===== config.mk =====
export PLATFORM = sky130hd
export DESIGN_NAME = dadda_mul_arbiter
export DESIGN_NICKNAME = d
export VERILOG_FILES = /design/src/rtl/dadda_arb_pkg.sv /design/src/rtl/dadda_multiplier_8_bits.sv /design/src/rtl/rr_arbiter.sv /design/src/rtl/dadda_mul_arbiter.sv
export SDC_FILE = /design/constraint.sdc
export NUM_CORES = 1
export LEC_CHECK = 0
export CAP_MARGIN = 20
export CORE_MARGIN = 2
export CORE_UTILIZATION = 54
export CTS_BUF_LIST = sky130_fd_sc_hd__clkbuf_2
export DETAILED_ROUTE_END_ITERATION = 16
export PLACE_DENSITY_LB_ADDON = 0.2
export REMOVE_ABC_BUFFERS = 1
export SLEW_MARGIN = 20
export SYNTH_ARGS = -nofsm -noshare
export SYNTH_HDL_FRONTEND = slang
export SYNTH_SLANG_ARGS = --single-unit

===== constraint.sdc =====
create_clock -name clk -period 5.2 [get_ports clk]
set_input_delay 1.04 -clock clk [delete_from_list [all_inputs] [get_ports clk]]
set_output_delay 1.04 -clock clk [all_outputs]
set_load 0.05 [all_outputs]

===== src/rtl/dadda_arb_pkg.sv =====
// Shared types and widths for the multiplier arbiter.
package dadda_arb_pkg;

    localparam int unsigned OP_W      = 8;
    localparam int unsigned PROD_W    = 16;
    localparam int unsigned MUL_OUT_W = 17;

    typedef enum logic [1:0] {
        IDLE = 2'd0,
        MUL  = 2'd1,
        HOLD = 2'd2
    } state_e;

endpackage


===== src/rtl/dadda_multiplier_8_bits.sv =====
// Combinational unsigned 8x8 multiplier: partial products reduced by
// 3:2 compressor stages (8 -> 6 -> 4 -> 3 -> 2 rows), then one final add.
module dadda_multiplier_8_bits (
    input  logic [7:0]  a,
    input  logic [7:0]  b,
    output logic [16:0] out
);

    // Carry vector of a 3:2 compressor, already weighted by one position.
    function automatic logic [16:0] csa_carry(input logic [16:0] x, input logic [16:0] y,
                                              input logic [16:0] z);
        logic [16:0] m;
        m = (x & y) | (x & z) | (y & z);
        return m << 1;
    endfunction

    logic [16:0] w_pp [8];
    logic [16:0] w_s1 [6];
    logic [16:0] w_s2 [4];
    logic [16:0] w_s3 [3];
    logic [16:0] w_s4 [2];

    // Partial product rows, row i weighted by 2^i.
    always_comb begin
        for (int i = 0; i < 8; i++) begin
            w_pp[i] = {9'd0, a & {8{b[i]}}} << i;
        end
    end

    // Reduction tree; every row stays below 2^16 so the dropped carry bit is always zero.
    always_comb begin
        w_s1[0] = w_pp[0] ^ w_pp[1] ^ w_pp[2];
        w_s1[1] = csa_carry(w_pp[0], w_pp[1], w_pp[2]);
        w_s1[2] = w_pp[3] ^ w_pp[4] ^ w_pp[5];
        w_s1[3] = csa_carry(w_pp[3], w_pp[4], w_pp[5]);
        w_s1[4] = w_pp[6];
        w_s1[5] = w_pp[7];

        w_s2[0] = w_s1[0] ^ w_s1[1] ^ w_s1[2];
        w_s2[1] = csa_carry(w_s1[0], w_s1[1], w_s1[2]);
        w_s2[2] = w_s1[3] ^ w_s1[4] ^ w_s1[5];
        w_s2[3] = csa_carry(w_s1[3], w_s1[4], w_s1[5]);

        w_s3[0] = w_s2[0] ^ w_s2[1] ^ w_s2[2];
        w_s3[1] = csa_carry(w_s2[0], w_s2[1], w_s2[2]);
        w_s3[2] = w_s2[3];

        w_s4[0] = w_s3[0] ^ w_s3[1] ^ w_s3[2];
        w_s4[1] = csa_carry(w_s3[0], w_s3[1], w_s3[2]);
    end

    // Final carry-propagate add.
    always_comb begin
        out = w_s4[0] + w_s4[1];
    end

endmodule


===== src/rtl/rr_arbiter.sv =====
// Combinational round-robin picker: first asserted request at or after ptr.
module rr_arbiter #(
    parameter int unsigned NUM_REQ = 4,
    parameter int unsigned ID_W    = 2
) (
    input  logic [NUM_REQ-1:0] req,
    input  logic [ID_W-1:0]    ptr,
    output logic [NUM_REQ-1:0] grant,
    output logic [ID_W-1:0]    grant_idx
);

    // Scan from the farthest position back to ptr so the closest hit wins.
    always_comb begin
        int unsigned idx;
        idx       = 0;
        grant     = '0;
        grant_idx = '0;
        for (int k = NUM_REQ - 1; k >= 0; k--) begin
            idx = (int'(ptr) + k) % NUM_REQ;
            if (req[idx]) begin
                grant     = NUM_REQ'(1) << idx;
                grant_idx = ID_W'(idx);
            end
        end
    end

endmodule


===== src/rtl/dadda_mul_arbiter.sv =====
// Shares one combinational multiplier among NUM_REQ valid/ready requesters.
// One transaction in flight: IDLE (accept) -> MUL (compute) -> HOLD (respond).
module dadda_mul_arbiter
    import dadda_arb_pkg::*;
#(
    parameter int unsigned NUM_REQ = 4,
    parameter int unsigned ID_W    = 2
) (
    input  logic                    clk,
    input  logic                    rst,
    input  logic [NUM_REQ-1:0]      req_valid,
    output logic [NUM_REQ-1:0]      req_ready,
    input  logic [NUM_REQ*OP_W-1:0] req_a,
    input  logic [NUM_REQ*OP_W-1:0] req_b,
    output logic                    rsp_valid,
    input  logic                    rsp_ready,
    output logic [ID_W-1:0]         rsp_id,
    output logic [PROD_W-1:0]       rsp_product,
    output logic                    busy,
    output logic                    ovf_err
);

    state_e                 r_state;
    state_e                 w_state_next;
    logic [ID_W-1:0]        r_rr_ptr;
    logic [ID_W-1:0]        r_op_id;
    logic [OP_W-1:0]        r_op_a;
    logic [OP_W-1:0]        r_op_b;
    logic                   r_rsp_valid;
    logic [ID_W-1:0]        r_rsp_id;
    logic [PROD_W-1:0]      r_rsp_product;
    logic                   r_ovf_err;

    logic [NUM_REQ-1:0]     w_grant;
    logic [ID_W-1:0]        w_grant_idx;
    logic                   w_any;
    logic [ID_W-1:0]        w_ptr_next;
    logic [OP_W-1:0]        w_sel_a;
    logic [OP_W-1:0]        w_sel_b;
    logic [MUL_OUT_W-1:0]   w_mul_out;

    rr_arbiter #(
        .NUM_REQ (NUM_REQ),
        .ID_W    (ID_W)
    ) u_rr_arbiter (
        .req       (req_valid),
        .ptr       (r_rr_ptr),
        .grant     (w_grant),
        .grant_idx (w_grant_idx)
    );

    dadda_multiplier_8_bits u_mul (
        .a   (r_op_a),
        .b   (r_op_b),
        .out (w_mul_out)
    );

    // Winner's operands and the pointer value that follows it.
    always_comb begin
        w_any      = |req_valid;
        w_sel_a    = req_a[w_grant_idx * OP_W +: OP_W];
        w_sel_b    = req_b[w_grant_idx * OP_W +: OP_W];
        w_ptr_next = (w_grant_idx == ID_W'(NUM_REQ - 1)) ? '0 : w_grant_idx + ID_W'(1);
    end

    // State register.
    always_ff @(posedge clk) begin
        if (rst) begin
            r_state <= IDLE;
        end else begin
            r_state <= w_state_next;
        end
    end

    // Next-state logic.
    always_comb begin
        w_state_next = r_state;
        case (r_state)
            IDLE:    if (w_any) w_state_next = MUL;
            MUL:     w_state_next = HOLD;
            HOLD:    if (rsp_ready) w_state_next = IDLE;
            default: w_state_next = IDLE;
        endcase
    end

    // Handshake and status outputs; accepting is blocked while reset is applied.
    always_comb begin
        req_ready   = ((r_state == IDLE) && !rst) ? w_grant : '0;
        busy        = (r_state != IDLE);
        rsp_valid   = r_rsp_valid;
        rsp_id      = r_rsp_id;
        rsp_product = r_rsp_product;
        ovf_err     = r_ovf_err;
    end

    // Datapath: capture operands on accept, product after one cycle, release on consume.
    always_ff @(posedge clk) begin
        if (rst) begin
            r_rr_ptr      <= '0;
            r_op_id       <= '0;
            r_op_a        <= '0;
            r_op_b        <= '0;
            r_rsp_valid   <= 1'b0;
            r_rsp_id      <= '0;
            r_rsp_product <= '0;
            r_ovf_err     <= 1'b0;
        end else begin
            case (r_state)
                IDLE: begin
                    if (w_any) begin
                        r_op_a   <= w_sel_a;
                        r_op_b   <= w_sel_b;
                        r_op_id  <= w_grant_idx;
                        r_rr_ptr <= w_ptr_next;
                    end
                end
                MUL: begin
                    r_rsp_product <= w_mul_out[PROD_W-1:0];
                    r_rsp_id      <= r_op_id;
                    r_rsp_valid   <= 1'b1;
                    // Bit 16 of an 8x8 product can only be set by a datapath fault.
                    r_ovf_err     <= r_ovf_err | w_mul_out[MUL_OUT_W-1];
                end
                HOLD: begin
                    if (rsp_ready) r_rsp_valid <= 1'b0;
                end
                default: ;
            endcase
        end
    end

endmodule

Yosys cells after proc, flatten, opt, wreduce, memory -nomap -nowiden
Cells that the tools add are included.
Storage, ports and cells
  register bits after elaboration: 42
  latch bits: 0
  bits in writable memories: 0
  bits in read-only memories: 0
  output and inout bits: 25
  memories kept: 0
Cells by class
  add/subtract/negate cells: 5
  multiply operators: 0
  div/mod/pow operators: 0
  magnitude comparators: 4
  eq/ne operators: 5
  shift-type cells: 6
  multiplexer cells: 23
  bitwise logic cells: 51
  reductions and logical operators: 9
Operators by type and width (count)
  $and 16x16->16: 9
  $or 16x16->16: 9
  $xor 17x17->17: 5
  $and 8x8->8: 8
  $shiftx 32x6->8: 2
  $mux 4: 5
  $add 17x17->17: 1
  $xor 17x13->17: 1
  $xor 17x14->17: 1
  $xor 17x15->17: 1
  $and 16x14->16: 1
  $and 16x15->16: 1
  $or 16x10->16: 1
  $or 16x13->16: 1
  $or 16x15->16: 1
  $shl 1x2->4 const A: 4
  $and 14x15->15: 1
  $mux 2: 7
  $and 11x13->13: 1
  $and 12x13->13: 1
  $xor 12x13->13: 1
  $and 11x12->12: 1
  $lt 2x3->1 const B: 4
  $xor 11x12->12: 1
  other kinds (21): 35

Longest topological paths before layout
Gate-level depths: netlist of run 1.
  depth in word-level cells: 15
  gate-level depth with buffers: 17

Cells and area by module
From an unflattened synthesis of run 1, not the netlist that was laid out.
Second synthesis, totals
  cells, all modules: 480
  area total of the unflattened synthesis: 4398.0 µm²
Modules (own cells, without submodules)
  dadda_mul_arbiter: times used 1, cells each 214, area each 2045.7 µm², seq. area each 840.8 µm²
  dadda_multiplier_8_bits: times used 1, cells each 206, area each 1861.8 µm², seq. area each 0.0 µm²
  rr_arbiter: times used 1, cells each 60, area each 490.5 µm², seq. area each 0.0 µm²

Worst setup path before layout of run 1
Ideal clock, no wire load.
  path kind: register to register
  start point: register r_op_a[4]
  end point: register r_rsp_product[15] (netlist: rsp_product[15])
  data arrival time: 4280 ps
  setup slack: 829 ps
  stages on the path, launching flop included: 16
  buffers on the path: 1
  cell sequence: dfxtp_1 -> clkbuf_1 -> and2_1 -> fa_1 -> inv_1 -> fa_1 -> fa_1 -> fa_1 -> inv_1 -> ha_1 -> a21o_1 -> a21oi_1 -> o21bai_1 -> a2111oi_0 -> o21ai_0 -> a311oi_1
On the way
  cells in the longest elaborated chain, start to end: 14
  elaborated cells on any way between the ends: 51
  those cells by class: add/sub (1); bitwise (50)
Ends and longest elaborated chain
  start, declared: line dadda_mul_arbiter.sv:27  | logic [OP_W-1:0] r_op_a;
  start signal, assigned: line dadda_mul_arbiter.sv:111  | r_op_a <= w_sel_a;
  $and 8x8->8: line dadda_multiplier_8_bits.sv:26  | w_pp[i] = {9'd0, a & {8{b[i]}}} << i;
  $and 8x9->9 or $and 8x10->10 (tied branches): line dadda_multiplier_8_bits.sv:13  | m = (x & y) | (x & z) | (y & z);
  $or 16x16->16: line dadda_multiplier_8_bits.sv:13
  $or 16x10->16: line dadda_multiplier_8_bits.sv:13
  $and 16x16->16: line dadda_multiplier_8_bits.sv:13
  $or 16x16->16 (2 in series): line dadda_multiplier_8_bits.sv:13
  $and 16x16->16: line dadda_multiplier_8_bits.sv:13
  $or 16x16->16 (2 in series): line dadda_multiplier_8_bits.sv:13
  $and 16x16->16: line dadda_multiplier_8_bits.sv:13
  $or 16x16->16 (2 in series): line dadda_multiplier_8_bits.sv:13
  $add 17x17->17 *: line dadda_multiplier_8_bits.sv:54  | out = w_s4[0] + w_s4[1];
  end signal, assigned: line dadda_mul_arbiter.sv:118  | r_rsp_product <= w_mul_out[PROD_W-1:0];
  end, declared: line dadda_mul_arbiter.sv:31  | logic [PROD_W-1:0] r_rsp_product;
Every way passes the cells marked *; elsewhere a longest branch is shown, timed or not.
A chain may end at the register's enable or synchronous reset.

Final worst setup path of run 1
  start point: register r_op_a[0]
  end point: register r_rsp_product[15] (netlist: rsp_product[15])
Same word-level chain as after synthesis.

==> results.sh, run 1 <==
export IMPL_fin_hold_ws_ps=468
export IMPL_synth_enable_flop_cells=0
export IMPL_r2r_setup_slack_ps=500
export IMPL_slew_headroom_pct=26.9
export IMPL_layout_drive_gt1_share_pct=8.51
export IMPL_final_cell_area_mm2=0.00568
export IMPL_synth_seq_cells=42
export IMPL_period_share_pct=90.4
export IMPL_cp_arrival_ps=5040
export IMPL_slowest_stage="dfxtp_1"
export IMPL_holdBufCountCts=0
export IMPL_cts_setup_buffers=0
export IMPL_avgViaCountPerCell=5.70
export IMPL_worstHoldStart="rsp_product[8]"
export IMPL_initial_core_util_pct=56.1
export IMPL_globalplace_congestion=0.866
export IMPL_fillers=691
export IMPL_cts_root_buf="clkbuf_2"
export IMPL_clkTransAtPathRegs_ps=210
export IMPL_io_buffers=95
export IMPL_ir_drop_uv=330
export IMPL_synth_cells=543
export IMPL_slew_viol_final=0
export IMPL_num_vias=4147
export IMPL_setup_violations=0
export IMPL_post_place_ws_ps=554
export IMPL_slowest_delay_ps=540
export IMPL_grt_pass1_vias=4277
export IMPL_switchingPower_uw=1220
export IMPL_hold_end="rsp_product[8]"
export IMPL_die_area_mm2=0.00938
export IMPL_cts_resized=0
export IMPL_routedWlPerCell_um=15.7
export IMPL_ys_types=54
export IMPL_hp_class="reg2reg"
export IMPL_route_met3_wl_um=442
export IMPL_dp_cells=720
export IMPL_final_nets=764
export IMPL_top_layer="met4"
export IMPL_setup_slack_ps=499
export IMPL_syn_to_final_growth_pct=22.1
export IMPL_combPwrFrac_pct=72.2
export IMPL_drt_total_wl_mm=11.4
export IMPL_grt_pass1_wl_mm=20.0
export IMPL_grt_max_degree=49
export IMPL_finalSetupTns_ps=0
export IMPL_pwr_share_seq_pct=21.8
export IMPL_fp_dieW_um=96.9
export IMPL_drc=0
export IMPL_cts_sinks=42
export IMPL_htree_num_levels=2
export IMPL_antenna_found_initial=0
export IMPL_rsz0062_at_grt="false"
export IMPL_numCtsBuffers=5
export IMPL_crit_top_cell="fa_1"
export IMPL_worstPathMaxFanout=9
export IMPL_seq_area_frac_synth_pct=18.1
export IMPL_min_period_ps=4700
export IMPL_avgSynthCellArea_um2=8.58
export IMPL_p_sw_share_pct=51.6
export IMPL_pin_count=96
export IMPL_cap_violations=0
export IMPL_stdcell_count=728
export IMPL_clock_power_share_pct=6.0
export IMPL_crit_chain="nand2_1 -> fa_1 -> fa_1 -> fa_1 -> inv_1 -> ha_1 -> ha_1 -> fa_1 -> a21o_1 -> a21oi_1 -> o21bai_1 -> a2111oi_0 -> o21ai_0 -> a311oi_1"
export IMPL_finalHoldViolCount=0
export IMPL_post_dp_hpwl_mm=8.84
export IMPL_placed_area_mm2=0.00565
export IMPL_ys_flop_type="dfxtp_1"
export IMPL_drt_pass1_iter_count=4
export IMPL_n_antenna_cell=0
export IMPL_r2r_start="r_op_a[0]"
export IMPL_worstRegToRegCells=14
export IMPL_status="finished clean"
export IMPL_wl_met1_mm=5.09
export IMPL_die_h_um=96.9
export IMPL_row_count=33
export IMPL_asyncSetResetFlopFracSynth_pct=0
export IMPL_grt_overflow_total=0
export IMPL_worst_slew_pin_transition_ps=1100
export IMPL_intPower_uw=1140
export IMPL_critPathLaunchType="flip-flop"
export IMPL_critical_path_class="reg2reg"
export IMPL_clock_latency_ps=410
export IMPL_hold_path_depth=2
export IMPL_drtIter0Drc=150
export IMPL_required_ps=5540
export IMPL_syn_cell_area_mm2=0.00466
export IMPL_reg2reg_to="rsp_product[15]"
export IMPL_endpoint_kind="flip-flop"
export IMPL_fmax_mhz=213
export IMPL_p_per_area_mw_per_mm2=415
export IMPL_p_leak_uw=0.00241
export IMPL_cts_buffer_depth=2
export IMPL_grt_usage_pct=25.1
export IMPL_drtAntennaViolNets=0
export IMPL_core_area_mm2=0.00830
export IMPL_yosysWarnings=0
export IMPL_clock_skew_ps=18.8
export IMPL_cts_tree="built"
export IMPL_wl_met2_mm=5.73
==> critical path, delay by kind of cell, from the launching register on <==
family / cells / cell delay (ps)
buf+inv: 1 / 40
simple gates: 1 / 140
fa+ha+maj: 6 / 2420
compound gates: 6 / 1500
flops: 1 / 540
==> placed cells by master (no fill, tap or decap), types with 2 or more instances in the layout <==
master / n
a211oi_2: 10
clkdlybuf4s50_1: 91
o31ai_1: 2
o21a_1: 4
xnor2_1: 5
a2111oi_0: 2
nor2b_1: 5
a211oi_1: 8
mux2i_1: 16
a21oi_1: 71
o32ai_1: 2
mux2_2: 2
o21bai_1: 17
nor3_1: 8
o221a_2: 15
and2_1: 39
buf_4: 10
dfxtp_1: 42
clkbuf_2: 6
a211o_1: 2
nor3b_1: 2
o21ai_0: 6
nand3_1: 3
mux4_2: 3
inv_1: 55
nand2b_1: 20
or3_1: 4
nor2_1: 18
a21o_1: 3
ha_1: 32
nand2_1: 50
xor2_1: 2
fa_1: 39
clkinv_1: 2
nand3b_1: 5
a221oi_1: 4
==> power groups by stage <==
stage               Sequential (uW)  Clock (uW)  Combinational, uW
finish                          515         141               1700
global route                    532         160               1920
CTS                             513         146               1710
detailed placement              520           0               1700
global placement                512           0               1650
floorplan                       583           0               1180
==> stage by stage <==
stage                     total power [uW]  util, %
after floorplan                       1770        -
after global placement                2170     68.0
after detailed placement              2220     68.0
after CTS                             2370     68.5
after global routing                  2610     68.5
final                                 2360     68.5
==> cell usage after synthesis, types with 5 or more instances <==
| cell type | number | share of area (%) |
|---|---|---|
| and2_1 | 39 | 5.2 |
| fa_1 | 39 | 17 |
| nor2b_1 | 5 | 0.67 |
| dfxtp_1 | 42 | 18 |
| nand2b_1 | 20 | 2.7 |
| o21ai_0 | 6 | 0.64 |
| o221a_2 | 15 | 3.6 |
| a21oi_1 | 71 | 7.6 |
| nand3b_1 | 5 | 0.81 |
| o21bai_1 | 17 | 2.7 |
| nor2_1 | 18 | 1.5 |
| clkbuf_1 | 26 | 2.1 |
| nand2_1 | 50 | 4.0 |
| mux2i_1 | 16 | 3.4 |
| ha_1 | 32 | 8.6 |
| a211oi_2 | 10 | 2.7 |
| a211oi_1 | 8 | 1.3 |
| nor3_1 | 8 | 0.86 |
| inv_1 | 55 | 4.4 |
| xnor2_1 | 5 | 0.94 |
==> how the worst max path moves through the flow <==
stage,cells after the start,to,slack (ps),start
after floorplan,8,req_ready[0],690,r_rr_ptr[0]
after global placement,14,rsp_product[15],680,r_op_a[0]
after detailed placement,14,rsp_product[15],550,r_op_a[0]
after CTS,14,rsp_product[15],530,r_op_a[0]
after global routing,14,rsp_product[15],150,r_op_a[0]
final,14,rsp_product[15],500,r_op_a[0]
==> area by class of cell <==
| type | instances | area [um2] | area share (%) |
|---|---|---|---|
| repair buffers | 101 | 986 | 17.3 |
| well taps | 105 | 131 | 2.31 |
| flip-flops and latches | 42 | 841 | 14.8 |
| multi-input cells | 416 | 3480 | 61.2 |
| clock inverters | 2 | 8.76 | 0.154 |
| inverters | 56 | 210 | 3.70 |
| clock buffers | 6 | 30.0 | 0.528 |
==> per-layer routing <==
metal  vias up  global-route usage (%)
li1       2036                       -
met1      1990                    32.0
met2       104                    45.1
met3        17                    3.61
met4         0                    5.31
met5         -                       0
==> kinds of logic (layout without fill, tap and decap cells) <==
logic type | Yosys count | after routing | share of synthesized area, %
buf+inv | 85 | 165 | 7.28
mux | 22 | 22 | 5.91
xor+xnor | 7 | 7 | 1.32
compound gates | 155 | 155 | 23.8
fa+ha+maj | 71 | 71 | 25.4
flops | 42 | 42 | 18.1
simple gates | 161 | 161 | 18.3
==> flip-flops by register name, indices dropped and copies added (netlist names) <==
signal and flops:
ovf_err 1, r_op_a 8, r_op_b 8, rsp_id 2, r_op_id 2, r_rr_ptr 2, rsp_valid 1, r_state 2
rsp_product 16
(Power assumes the default switching activity.)
==> run 2, diff against run 1 <==
--- a/config.mk
+++ b/config.mk
@@ -5,6 +5,7 @@
 export SDC_FILE = /design/constraint.sdc
 export NUM_CORES = 1
 export LEC_CHECK = 0
+export ABC_AREA = 1
 export CAP_MARGIN = 20
 export CORE_MARGIN = 2
 export CORE_UTILIZATION = 54
@@ -16,3 +17,4 @@
 export SYNTH_ARGS = -nofsm -noshare
 export SYNTH_HDL_FRONTEND = slang
 export SYNTH_SLANG_ARGS = --single-unit
+export TNS_END_PERCENT = 1
==> run 2 against run 1 <==
  * Clock power grew 5%
  * Worst setup slack gained 360 ps
  * Flip-flop and latch count unchanged
  * Via count up 12%
  * Sequential power up 7.6%
  * Clock skew barely moved
  * Synthesized area up 2.2%
  * Hold slack improved by 22 ps
  * Routed wire length down 6.6%
  * Non-clock buffer count down 3
  * Critical path type unchanged
  * Largest power group unchanged
==> results.sh, run 2 <==
export IMPL_synth_mux_area_share_pct=0
export IMPL_layout_common_cells="inv_1 (169), nand2_1 (141), clkdlybuf4s50_1 (95)"
export IMPL_synth_top_family_by_area="simple AND/OR/NAND/NOR gates"
export IMPL_holdBufCountCts=0
export IMPL_post_dp_hpwl_mm=8.60
export IMPL_drt_pass1_iter_count=5
export IMPL_layout_drive_gt1_share_pct=4.38
export IMPL_finalHoldViolCount=0
export IMPL_grt_max_degree=34
export IMPL_clock_latency_ps=410
export IMPL_routedWlPerCell_um=11.8
export IMPL_initial_core_util_pct=55.1
export IMPL_core_area_mm2=0.00864
export IMPL_cts_root_buf="clkbuf_2"
export IMPL_p_sw_share_pct=55.4
export IMPL_fmax_mhz=230
export IMPL_drtIter0Drc=208
export IMPL_yosys_area_top_type="dfxtp_1"
export IMPL_avgViaCountPerCell=5.11
export IMPL_slew_viol_final=0
export IMPL_netlist_top_cells_count="inv_1 (169), nand2_1 (141), nor2_1 (83)"
export IMPL_io_buffers=95
export IMPL_min_period_ps=4340
export IMPL_fp_dieW_um=97.9
export IMPL_seq_area_frac_synth_pct=17.7
export IMPL_synth_simple_gate_area_share_pct=32.0
export IMPL_synthXorXnorAreaFrac_pct=1.10
export IMPL_rsz0062_at_grt="false"
export IMPL_numCtsBuffers=5
export IMPL_hp_class="reg2reg"
export IMPL_final_nets=940
export IMPL_cts_resized=0
export IMPL_cts_sinks=42
export IMPL_die_area_mm2=0.00958
export IMPL_cts_setup_buffers=0
export IMPL_synth_enable_flop_cells=0
export IMPL_globalplace_congestion=0.900
export IMPL_netlist_area_leader_share_pct=17.7
export IMPL_ir_drop_uv=258
export IMPL_critPathLaunchType="flip-flop"
export IMPL_n_antenna_cell=0
export IMPL_pwr_share_seq_pct=22.5
export IMPL_pin_count=96
export IMPL_mostFrequentLayoutCell="inv_1"
export IMPL_p_leak_uw=0.00321
export IMPL_die_h_um=97.9
export IMPL_finalSetupTns_ps=0
export IMPL_grt_overflow_total=0
export IMPL_antenna_found_initial=0
export IMPL_row_count=34
export IMPL_worst_slew_pin_transition_ps=706
export IMPL_status="finished clean"
export IMPL_required_ps=5550
export IMPL_period_share_pct=83.5
export IMPL_yosys_cell_count_top_type="inv_1"
export IMPL_ys_flop_type="dfxtp_1"
export IMPL_ys_types=32
export IMPL_drt_total_wl_mm=10.7
export IMPL_largest_register_ffs=16
export IMPL_yosysWarnings=0
export IMPL_combPwrFrac_pct=71.5
export IMPL_clkTransAtPathRegs_ps=230
export IMPL_p_per_area_mw_per_mm2=430
export IMPL_cap_violations=0
export IMPL_worstHoldStart="r_op_id[1]"
export IMPL_intPower_uw=1100
export IMPL_synth_adder_area_share_pct=24.8
export IMPL_cts_buffer_depth=2
export IMPL_stdcell_count=907
export IMPL_setup_worst_path_start="r_op_a[7]"
export IMPL_r2r_start="r_op_a[7]"
export IMPL_drtAntennaViolNets=0
export IMPL_syn_cell_area_mm2=0.00476
export IMPL_synth_compound_area_share_pct=6.73
export IMPL_num_vias=4631
export IMPL_setup_violations=0
export IMPL_slew_headroom_pct=52.9
export IMPL_synth_seq_cells=42
export IMPL_grt_usage_pct=23.4
export IMPL_avgSynthCellArea_um2=6.52
export IMPL_clock_power_share_pct=6.0
export IMPL_clock_skew_ps=19.1
export IMPL_cts_tree="built"
export IMPL_syn_to_final_growth_pct=20.4
export IMPL_htree_num_levels=2
export IMPL_synth_cells=730
export IMPL_dp_cells=899
export IMPL_worstPathMaxFanout=9
export IMPL_drc=0
export IMPL_grt_pass1_wl_mm=19.1
export IMPL_asyncSetResetFlopFracSynth_pct=0
export IMPL_critical_path_class="reg2reg"
export IMPL_cp_arrival_ps=4700
export IMPL_synth_area_leaders="dfxtp_1 (18%), fa_1 (16%), inv_1 (13%), nand2_1 (11%), ha_1 (8.4%)"
export IMPL_endpoint_kind="flip-flop"
export IMPL_grt_pass1_vias=4531
export IMPL_switchingPower_uw=1370
## run 2: per-stage QoR
step / hold WS, ps / total power [uW] / util, % / area, um2 / setup WS [ps]
floorplan: 440 / 1870 / - / 4570 / 1220
global placement: 450 / 2270 / 65.8 / 5690 / 1010
detailed placement: 461 / 2310 / 65.8 / 5690 / 899
CTS: 489 / 2470 / 66.4 / 5730 / 864
global route: 507 / 2770 / 66.4 / 5730 / 544
finish: 490 / 2460 / 66.4 / 5730 / 858
## run 2: worst max-delay path, stage by stage, from the launching register on
cell and delay, ps:
dfxtp_1 550, nand2_1 130, fa_1 530, fa_1 530, fa_1 520, fa_1 540, inv_1 40, ha_1 350
nand3_1 90, nand3_1 160, a21oi_1 120, o21ai_0 300, nand3_1 140, nand3_1 90, nand3_1 80, nand2_1 70
inv_1 30
## run 2: kinds of logic after synthesis
logic type               after synthesis
AO/OA/AOI/OAI                         58
XOR/XNOR                               6
adder cells (fa/ha/maj)               71
buffers and inverters                212
flip-flops                            42
AND/OR/NAND/NOR                      341
## run 2: routing by layer
metal  share of wire (%)  vias up  GRT usage, %
met5                   0        -             0
met4                 1.8        0          5.88
met3                 4.1       19          3.01
met2                  50      127          42.5
met1                  44     2161          29.5
li1                    -     2324             -
## run 2: power groups by stage
stage                     logic (uW)  registers, uW  clock network [uW]
after global placement          1710            551                   0
after detailed placement        1760            557                   0
after CTS                       1770            550                 156
final                           1760            554                 148
after global routing            2020            575                 168
after floorplan                 1270            596                   0
## run 2: cell type report
type / count / area, um2
multi-input combinational: 476 / 3080
tap: 108 / 135
fill: 752 / 2900
timing repair buffer: 98 / 973
inverter: 175 / 657
sequential: 42 / 841
clock inverter: 3 / 21.3
clock buffer: 5 / 25.0
## run 2: path summary, 6_finish.rpt
path	slack (ps)	cells after the start	end
worst min register to register	490	2	r_op_id[1]
worst max register to register	860	16	rsp_product[14]
worst min-delay path	490	2	r_op_id[1]
worst max-delay path	860	16	rsp_product[14]
==> run 3, diff against run 2 <==
--- a/config.mk
+++ b/config.mk
@@ -8,7 +8,7 @@
 export ABC_AREA = 1
 export CAP_MARGIN = 20
 export CORE_MARGIN = 2
-export CORE_UTILIZATION = 54
+export CORE_UTILIZATION = 49
 export CTS_BUF_LIST = sky130_fd_sc_hd__clkbuf_2
 export DETAILED_ROUTE_END_ITERATION = 16
 export PLACE_DENSITY_LB_ADDON = 0.2
==> constraint.sdc (replaced) <==
create_clock -name clk -period 3.57 [get_ports clk]
set_input_delay 0.714 -clock clk [delete_from_list [all_inputs] [get_ports clk]]
set_output_delay 0.714 -clock clk [all_outputs]
set_load 0.05 [all_outputs]
==> run 3 against run 2 <==
  * The run now ends with setup timing left
  * Cell count up 7.3%
  * Largest cell class unchanged
  * Utilization rose by 2.3 points
  * Flip-flop and latch count is the same
  * Critical endpoint unchanged
==> results.sh, run 3 (synthesis gave the netlist of run 2 again) <==
export IMPL_cts_sinks=42
export IMPL_grt_max_degree=35
export IMPL_hold_path_depth=2
export IMPL_status="complete, but fails checks"
export IMPL_largest_register_ffs=16
export IMPL_endpoint_kind="flip-flop"
export IMPL_min_period_ps=3820
export IMPL_pin_count=96
export IMPL_cts_root_buf="clkbuf_2"
export IMPL_n_antenna_cell=0
export IMPL_cap_violations=0
export IMPL_fillers=806
export IMPL_layout_drive_gt1_share_pct=16.9
export IMPL_fmax_mhz=261
export IMPL_grt_pass1_vias=4776
export IMPL_syn_to_final_growth_pct=34.5
export IMPL_cp_arrival_ps=4200
export IMPL_die_h_um=103
export IMPL_post_place_ws_ps=-494
export IMPL_p_leak_uw=0.00347
export IMPL_p_total_uw=4430
export IMPL_clock_latency_ps=450
export IMPL_htree_num_levels=2
export IMPL_hp_class="reg2reg"
export IMPL_drt_pass1_iter_count=4
export IMPL_worstRegToRegCells=18
export IMPL_drc=0
export IMPL_initial_core_util_pct=51.0
export IMPL_critPathLaunchType="flip-flop"
export IMPL_holdBufCountCts=0
export IMPL_grt_overflow_total=0
export IMPL_ir_drop_uv=327
export IMPL_num_vias=4761
export IMPL_grt_usage_pct=23.9
export IMPL_antenna_found_initial=0
export IMPL_mostFrequentLayoutCell="inv_1"
export IMPL_slew_viol_final=0
export IMPL_setup_violations=9
export IMPL_violations="setup timing"
export IMPL_fp_dieW_um=103
export IMPL_rsz0062_at_grt="true"
export IMPL_setup_worst_path_start="r_op_b[5]"
export IMPL_io_buffers=95
export IMPL_worstHoldStart="rsp_product[0]"
export IMPL_globalplace_congestion=0.911
export IMPL_drt_total_wl_mm=11.8
export IMPL_finalHoldViolCount=0
export IMPL_drtIter0Drc=152
export IMPL_numCtsBuffers=5
export IMPL_stdcell_count=973
export IMPL_setup_slack_ps=-255
export IMPL_clock_skew_ps=14.2
export IMPL_clkTransAtPathRegs_ps=250
export IMPL_avgViaCountPerCell=4.89
export IMPL_grt_pass1_wl_mm=20.5
export IMPL_required_ps=3950
export IMPL_worstPathMaxFanout=6
export IMPL_worst_slew_pin_transition_ps=524
export IMPL_post_dp_hpwl_mm=8.98
export IMPL_critical_path_class="reg2reg"
export IMPL_r2r_start="r_op_b[5]"
export IMPL_row_count=35
export IMPL_cts_buffer_depth=2
export IMPL_drtAntennaViolNets=0
export IMPL_slew_headroom_pct=65.0
export IMPL_core_area_mm2=0.00933
export IMPL_p_per_area_mw_per_mm2=691
export IMPL_die_area_mm2=0.0105
export IMPL_routedWlPerCell_um=12.1
export IMPL_layout_common_cells="inv_1 (161), nand2_1 (131), clkdlybuf4s50_1 (91)"
export IMPL_period_share_pct=107
export IMPL_cts_tree="built"
export IMPL_final_nets=985
export IMPL_dp_cells=962
[run 3: cell count changes in the layout (fill, tap and decap cells not counted), sizes merged]
| cell | before | now |
|---|---|---|
| buf | 3 | 52 |
| clkdlybuf4s50 | 95 | 91 |
| clkinv | 2 | 0 |
| inv | 175 | 177 |
[run 3: final cells by class]
cell class,count,area (um2),share of cell area (%)
Clock buffer,5,25.0,0.391
Clock inverter,3,27.5,0.430
Inverter,175,657,10.3
Multi-Input combinational cell,476,3310,51.7
Sequential cell,42,871,13.6
Tap cell,129,161,2.52
Timing Repair Buffer,143,1350,21.1
[run 3: metal layers]
| layer | up-vias | part of all wire, % | GRT usage [%] |
|---|---|---|---|
| met2 | 109 | 50 | 44.2 |
| met1 | 2210 | 44 | 28.9 |
| met5 | - | 0 | 0 |
| li1 | 2417 | - | - |
| met3 | 25 | 3.9 | 3.46 |
| met4 | 0 | 2.2 | 6.56 |
[run 3: metrics by stage]
step                utilization, %  TNS (ps)  hold slack, ps  instance area (um2)
finish                        68.6     -1610             497                 6400
global route                  68.6     -3900             526                 6400
CTS                           67.2     -1530             502                 6270
detailed placement            65.0     -3160             473                 6070
global placement              65.0     -2630             453                 6070
floorplan                        -     -1260             440                 4570
[run 3: repair_timing]
item | 4_1_cts | 5_1_grt
resized for setup | 42 | 36
setup endpoints to repair | 10 | 14
setup buffers | 2 | 1
pin swaps | 17 | 33
[run 3: path summary, 6_finish.rpt]
| check | endpoint | slack [ps] |
|---|---|---|
| worst max-delay path | rsp_product[14] | -250 |
| worst min-delay path | rsp_product[0] | 500 |
| worst max register to register | rsp_product[14] | -250 |
| worst min register to register | rsp_product[0] | 500 |
[run 3: power breakdown]
part	internal, uW	switching [uW]
Sequential	612	146
Combinational	1450	1980
Clock	55.9	187
[run 3: worst max-delay path, stage by stage, from the launching register on]
cell	delay [ps]
dfxtp_4	430
nand2_2	60
inv_2	40
fa_2	560
inv_2	40
fa_2	530
fa_1	430
fa_1	510
inv_2	60
ha_4	300
nand3_4	80
nand3_4	100
a21oi_4	70
o21ai_2	200
nand3_2	120
nand3_2	70
nand3_1	70
nand2_1	70
inv_1	30
